$ cat src/rtl/multi_pulse_gen.sv
// multi_pulse_gen: triggered burst of N gate pulses on k1 with dead-time-guarded complementary k2.
// The trigger is synchronised and edge-detected; burst configuration is latched at start.
module multi_pulse_gen #(
   parameter int CNT_W = 32,
   parameter int PN_W  = 8,
   parameter int DEAD  = 40
) (
   input  logic             clk,
   input  logic             rst,
   input  logic             enable,
   input  logic             trig,
   input  logic [CNT_W-1:0] high_cycles,
   input  logic [CNT_W-1:0] low_cycles,
   input  logic [PN_W-1:0]  pulse_num,
   output logic             k1,
   output logic             k2,
   output logic             busy,
   output logic             done,
   output logic [PN_W-1:0]  pulse_idx
);
   typedef enum logic [1:0] {IDLE, HIGH, LOW, FINISH} state_t;
   localparam logic [CNT_W:0] DW = (CNT_W+1)'(DEAD);
   state_t state, state_n;
   logic s1, s2, s3;
   logic [CNT_W-1:0] cnt, h_len, l_len;
   logic [PN_W-1:0] n_len;
   logic trig_edge, start, h_end, l_end, last;
   assign trig_edge = s2 & ~s3;
   assign start = enable && trig_edge && pulse_num != '0;
   assign h_end = cnt == h_len - CNT_W'(1);
   assign l_end = cnt == l_len - CNT_W'(1);
   assign last = pulse_idx == n_len - PN_W'(1);
   always_ff @(posedge clk or posedge rst) begin
      if (rst) begin
         s1 <= 1'b0;
         s2 <= 1'b0;
         s3 <= 1'b0;
         state <= IDLE;
         cnt <= '0;
         h_len <= '0;
         l_len <= '0;
         n_len <= '0;
         pulse_idx <= '0;
      end else begin
         s1 <= trig;
         s2 <= s1;
         s3 <= s2;
         state <= state_n;
         // count only while staying in a timed phase; any transition restarts at 0
         cnt <= (state_n == state && (state == HIGH || state == LOW)) ? cnt + CNT_W'(1) : '0;
         if (state == IDLE && state_n == HIGH) begin
            h_len <= (high_cycles == '0) ? CNT_W'(1) : high_cycles;
            l_len <= (low_cycles == '0) ? CNT_W'(1) : low_cycles;
            n_len <= pulse_num;
            pulse_idx <= '0;
         end else if (state == LOW && state_n == HIGH)
            pulse_idx <= pulse_idx + PN_W'(1);
      end
   end
   always_comb begin
      state_n = state;
      if (!enable)
         state_n = IDLE;
      else
         case (state)
            IDLE:    state_n = start ? HIGH : IDLE;
            HIGH:    state_n = h_end ? (last ? FINISH : LOW) : HIGH;
            LOW:     state_n = l_end ? HIGH : LOW;
            default: state_n = IDLE;
         endcase
   end
   // c + DEAD < L also covers L <= 2*DEAD, where the window is empty
   always_comb begin
      k1 = state == HIGH;
      k2 = state == LOW && {1'b0, cnt} >= DW && {1'b0, cnt} + DW < {1'b0, l_len};
      busy = state != IDLE;
      done = state == FINISH;
   end
endmodule

$ cat config.mk
export PLATFORM = sky130hd
export DESIGN_NAME = multi_pulse_gen
export DESIGN_NICKNAME = d
export VERILOG_FILES = /design/src/rtl/multi_pulse_gen.sv
export SDC_FILE = /design/constraint.sdc
export NUM_CORES = 1
export LEC_CHECK = 0
export ABC_AREA = 1
export CAP_MARGIN = 30
export CORE_MARGIN = 2
export CORE_UTILIZATION = 40
export CTS_CLUSTER_DIAMETER = 80
export DETAILED_ROUTE_END_ITERATION = 10
export SETUP_SLACK_MARGIN = 0.02
export SYNTH_ARGS = -nofsm -noshare
export SYNTH_HDL_FRONTEND = slang
export SYNTH_SLANG_ARGS = --single-unit
$ cat constraint.sdc
create_clock -name clk -period 4.7 [get_ports clk]
set_input_delay 0.94 -clock clk [delete_from_list [all_inputs] [get_ports clk]]
set_output_delay 0.94 -clock clk [all_outputs]
set_load 0.02 [all_outputs]
Word-level counts from Yosys, hierarchy flattened

Index checks and enable logic that the tools add are counted.
Widths: inputs -> output; s select.

$add $sub $neg: 6
Magnitude comparators: 2
Equality and inequality tests: 8
Mux-type cells: 11
Bitwise gates (word level): 2
Reductions and logical operators: 14

Operators with widths:

| cell                  | count |
|---|---|
| $mux 32               | 3 |
| $eq 32x32->1          | 2 |
| $logic_not 32->1      | 2 |
| $sub 32x1->32 const B | 2 |
| $add 32x6->33 const B | 1 |
| $lt 33x32->1          | 1 |
| $add 32x1->32 const B | 1 |
| $ge 32x6->1 const B   | 1 |
| $mux 8                | 2 |
| $add 8x1->8 const B   | 1 |
| $eq 8x8->1            | 1 |
| $reduce_bool 8->1     | 1 |
| $sub 8x1->8 const B   | 1 |
| $logic_and 1x1->1     | 7 |
| $mux 2                | 3 |
| $pmux 2 s3            | 1 |
| $eq 2x1->1 const B    | 2 |
| $eq 2x2->1 const B    | 2 |
| $reduce_bool 2->1     | 2 |
| $eq 2x2->1            | 1 |
| $logic_not 2->1       | 1 |
| $mux 1                | 2 |
| $and 1x1->1           | 1 |
| $logic_or 1x1->1      | 1 |
| $not 1->1             | 1 |

Register bits after elaboration: 117
Input port bits: 76
Output and inout bits: 12
Word-level logic and storage cells: 52

Depth between registers and ports, before layout

Gate-level depths: netlist of the first run.

Word-level depth: 11
Mapped depth: 25
Gate-level depth less buffers: 24

Worst setup path after synthesis of the first run

Ideal clock, no wire load.

Kind: register to output
Start: register cnt[13]
End: output port k2
Arrival time: 2.827 ns
Required time: 3.760 ns
Setup slack: 0.933 ns
Stages on the path, launching flop included: 17
Buffers on the path: 1
Cell sequence: dfrtp_1 clkbuf_1 nand2_1 nor2_1 nand2_1 nor3_1 nand2_1 nor2_1 xor2_1 inv_1 ha_1 a21oi_1 o21a_1 o21bai_1 nor2_1 nand2_1 nor3_1

Word-level cells in the longest chain between the ends: 3
Elaborated cells between the ends (all ways): 5
Those cells by class: add/sub (1); order compare (2); reduce/logical (2)

Ends and longest elaborated chain:

| item                                              | RTL line | text |
|---|---|---|
| from (decl)                                       | 25       | `logic [CNT_W-1:0] cnt, h_len, l_len;` |
| from (signal assigned)                            | 50       | `cnt <= (state_n == state && (state == HIGH \|\| state == LOW)) ? cnt + CNT_W'(1) : '0;` |
| $add 32x6->33 or $ge 32x6->1 (tied branches)      | 75       | `k2 = state == LOW && {1'b0, cnt} >= DW && {1'b0, cnt} + DW < {1'b0, l_len};` |
| $lt 33x32->1 or $logic_and 1x1->1 (tied branches) | 75       |  |
| $logic_and 1x1->1 *                               | 75       |  |
| to (decl)                                         | 16       | `output logic k2,` |

Mark *: on every way between the ends. The rest lies on a longest branch, timed or not.

Worst setup path in the final report of the first run

Start: register cnt[3]
End: output port k2

The elaborated chain is that of the path after synthesis.

==> out/metrics.csv, run 1 <==
stage,metric,value,unit
yosys,netlist_area,0.0104,mm^2
yosys,synth-seq-cells,117,
setup_path,cp_common_cell,nand2_1,
yosys,yosysTopAreaCell,dfrtp_1,
sta,setup_tns,0,ns
setup_path,cp_slowest_stage_delay,0.42,ns
routing,vias,9822,
yosys,syn_nets,1731,
sta,max_freq,232,MHz
setup_path,cp_cell_sequence,ha_1 -> inv_1 -> nand2_1 -> nand2_1 -> buf_4 -> nor2_1 -> nand2_1 -> inv_1 -> nand2_1 -> xnor2_1 -> ha_1 -> a21oi_1 -> o21ai_0 -> nand3_1 -> a21oi_1 -> a211oi_1 -> nor2_1 -> nor2_1 -> nand2_1 -> nor3_2 -> clkbuf_2,
setup_path,path_class,flop to primary output,
routing,firstDrtPassIters,6,
final_layout,area_growth_syn_to_layout,17.2,%
placed_design,port_buffers,87,
die,rows,59,
yosys,synth.distinct_cells,45,
sta,hold_viol,0,
clock_tree,numClockSinks,117,
global_route,grt.total_usage,22.8,%
sta,relSlewSlack,35.0,%
clock_tree,hold_buffers,0,
global_route,grt_max_degree,65,
final_layout,fin_area,0.0122,mm^2
sta,slew_violations,0,
final_layout,final_nets,1822,
final_layout,final_common_cell,nand2_1,
global_route,grt_first_pass_wirelength,48.1,mm
setup_path,rr_startpoint,h_len[0]$_DFFE_PP0N_,
die,chipWidth,166,um
setup_path,reg2regPathDepth,17,
power,leakagePower,6.30,nW
sta,period_minus_slack,4.30,ns
clock_tree,cts.htree.levels,4,
routing,drc,0,
hold_path,holdPathStages,0,
setup_path,worstPathMaxFanout,5,
yosys,yosys_warnings,0,
die,start_util,40.4,%
placed_design,place.gp.congestion,0.936,
routing,totalWireLength,30.2,mm
sta,finalClockSkew,0.0131,ns
placed_design,dp_hpwl,24.6,mm
clock_tree,path_clk_slew,0.07,ns
clock_tree,clk_path_buf_depth,2,
die,io_pins,88,
clock_tree,post_cts_buffers,0,
routing,avgViaCountPerCell,4.79,
routing,ant_nets,0,
setup_path,crit_start,cnt[3]$_DFF_PP0_,
setup_path,crit_arrival,3.36,ns
clock_tree,numCtsBuffers,17,
hold_path,hold_class,flop to flop,
yosys,synthCells,1612,
sta,worst_pin_slew,0.966,ns
sta,grt_setup_unrepaired,false,
yosys,synth_seq_area_share,28.0,%
clock_tree,cts_root_buf,clkbuf_16,
outcome,status,completed,
final_layout,drive_above_1_share,7.28,%
run,max-cap-violations,0,
sta,period_share,91.5,%
die,die_h,166,um
power,vdd_ir_drop_max,0.231,mV
power,power,4.31,mW
global_route,grt.overflow.total,0,
die,die_area,0.0274,mm^2
placed_design,dpl_cell_area,0.0117,mm^2
global_route,antenna_found_initial,0,
final_layout,n_antenna_cell,0,
setup_path,critPathSlowestCell,dfrtp_2,
yosys,avgSynthCellArea,6.48,um^2
final_layout,final_cell_mix,"nand2_1, inv_1, nor2_1",
yosys,async_flop_share,100,%
power,power_per_cell_area,352,mW/mm^2
setup_path,crit_path_start_kind,flop,
setup_path,crit_required,3.76,ns
die,fp.coreArea,0.0258,mm^2
hold_path,hold_start,s1$_DFF_PP0_,
sta,setup-violations-final,0,
global_route,grt_pass1_vias,9397,
clock_tree,cts_tree,done,
yosys,synth_edf_count,0,
setup_path,end_kind,primary output,
yosys,ys_top_cells_by_area,"dfrtp_1, nand2_1, inv_1, nor2_1, xor2_1",
yosys,yosys.area.top_type_share,28.0,%
routing,wl_per_cell,14.7,um
clock_tree,clkLatencyLatePin,0.43,ns
routing,drt_iter0_drc,486,
yosys,synthFlopType,dfrtp_1,
-- final cells by class --
type / instances / area [um^2]
repair buffers: 118 / 1110
clock buffers: 17 / 425
well taps: 335 / 419
flip-flops and latches: 117 / 2940
fillers: 2774 / 13600
inverters: 285 / 1070
clock inverters: 15 / 133
multi-input cells: 1164 / 6150
-- path summary, 6_finish.rpt --
kind                                               to  slack, ns
worst max register to register  h_len[29]$_DFFE_PP0N_       0.81
worst max-delay path                               k2       0.40
worst min-delay path                     s2$_DFF_PP0_       0.36
worst min register to register           s2$_DFF_PP0_       0.36
min in group asynchronous       h_len[27]$_DFFE_PP0N_       0.96
max in group asynchronous           cnt[11]$_DFF_PP0_       2.89
-- per-stage QoR --
step                setup WS (ns)  util (%)  hold WS, ns  std cells
floorplan                   0.659         -        0.331       1612
CTS                        0.0496      47.4        0.363       2051
global route               0.0291      47.4        0.361       2051
finish                      0.398      47.4        0.356       2051
global placement            0.102      45.2        0.334       2019
detailed placement         0.0614      45.2        0.346       2019
-- synth_stat cells (14+ instances only) --
library cell  instances
o21ai_1              62
a21oi_1              21
nand4_1              35
clkbuf_1             20
inv_1               273
nor4_1               14
o21ai_2              14
buf_6                15
xor2_1               96
ha_1                 43
xnor2_1              36
nor3_1               24
o21ai_0              14
nand2_1             438
nand3_1              74
nor2_1              229
dfrtp_1             117
-- sequential cells by signal, summed over array words and instances (netlist names) --
signal,cells
s3,1
n_len,8
l_len,32
cnt,32
s2,1
state,2
pulse_idx,8
h_len,32
s1,1
-- logic make-up (layout without fill, tap and decap cells) --
kind of cell | count (synthesis) | in the layout | share of synthesized area [%]
adder cells (fa/ha/maj) | 43 | 43 | 5.15
AND/OR/NAND/NOR | 859 | 859 | 35.3
AO/OA/AOI/OAI | 130 | 130 | 7.25
XOR/XNOR | 132 | 132 | 11.1
buffers and inverters | 331 | 435 | 13.2
flip-flops | 117 | 117 | 28.0
-- metal layers --
layer | vias to the layer above | global-route usage [%] | wire length, um
li1 | 5158 | - | -
met1 | 4453 | 30.1 | 14500
met2 | 187 | 39.1 | 14100
met3 | 24 | 3.32 | 978
met4 | 0 | 5.64 | 586
met5 | - | 0 | 0
-- critical path, delay by kind of cell (launching register included) --
| kind | cells | cell delay, ns |
|---|---|---|
| buffers and inverters | 4 | 0.54 |
| AO/OA/AOI/OAI | 4 | 0.44 |
| XOR/XNOR | 1 | 0.13 |
| AND/OR/NAND/NOR | 10 | 1.01 |
| flip-flops | 1 | 0.42 |
| adder cells (fa/ha/maj) | 2 | 0.41 |
-- repair_timing --
action                                  in CTS  in global routing
pin swaps                                    0                  0
resized for setup                            3                  9
endpoints found under the setup margin       1                  1
-- power by group --
| part | internal (mW) | switching (mW) |
|---|---|---|
| Combinational | 0.607 | 0.978 |
| Sequential | 1.17 | 0.275 |
| Clock | 0.696 | 0.576 |
(Power assumes the default switching activity.)
==> inputs of run 2 (changes only) <==
- SLEW_MARGIN: default -> 15
==> results of run 2 <==
Final layout, timing and power as in run 1 (identical DEF).
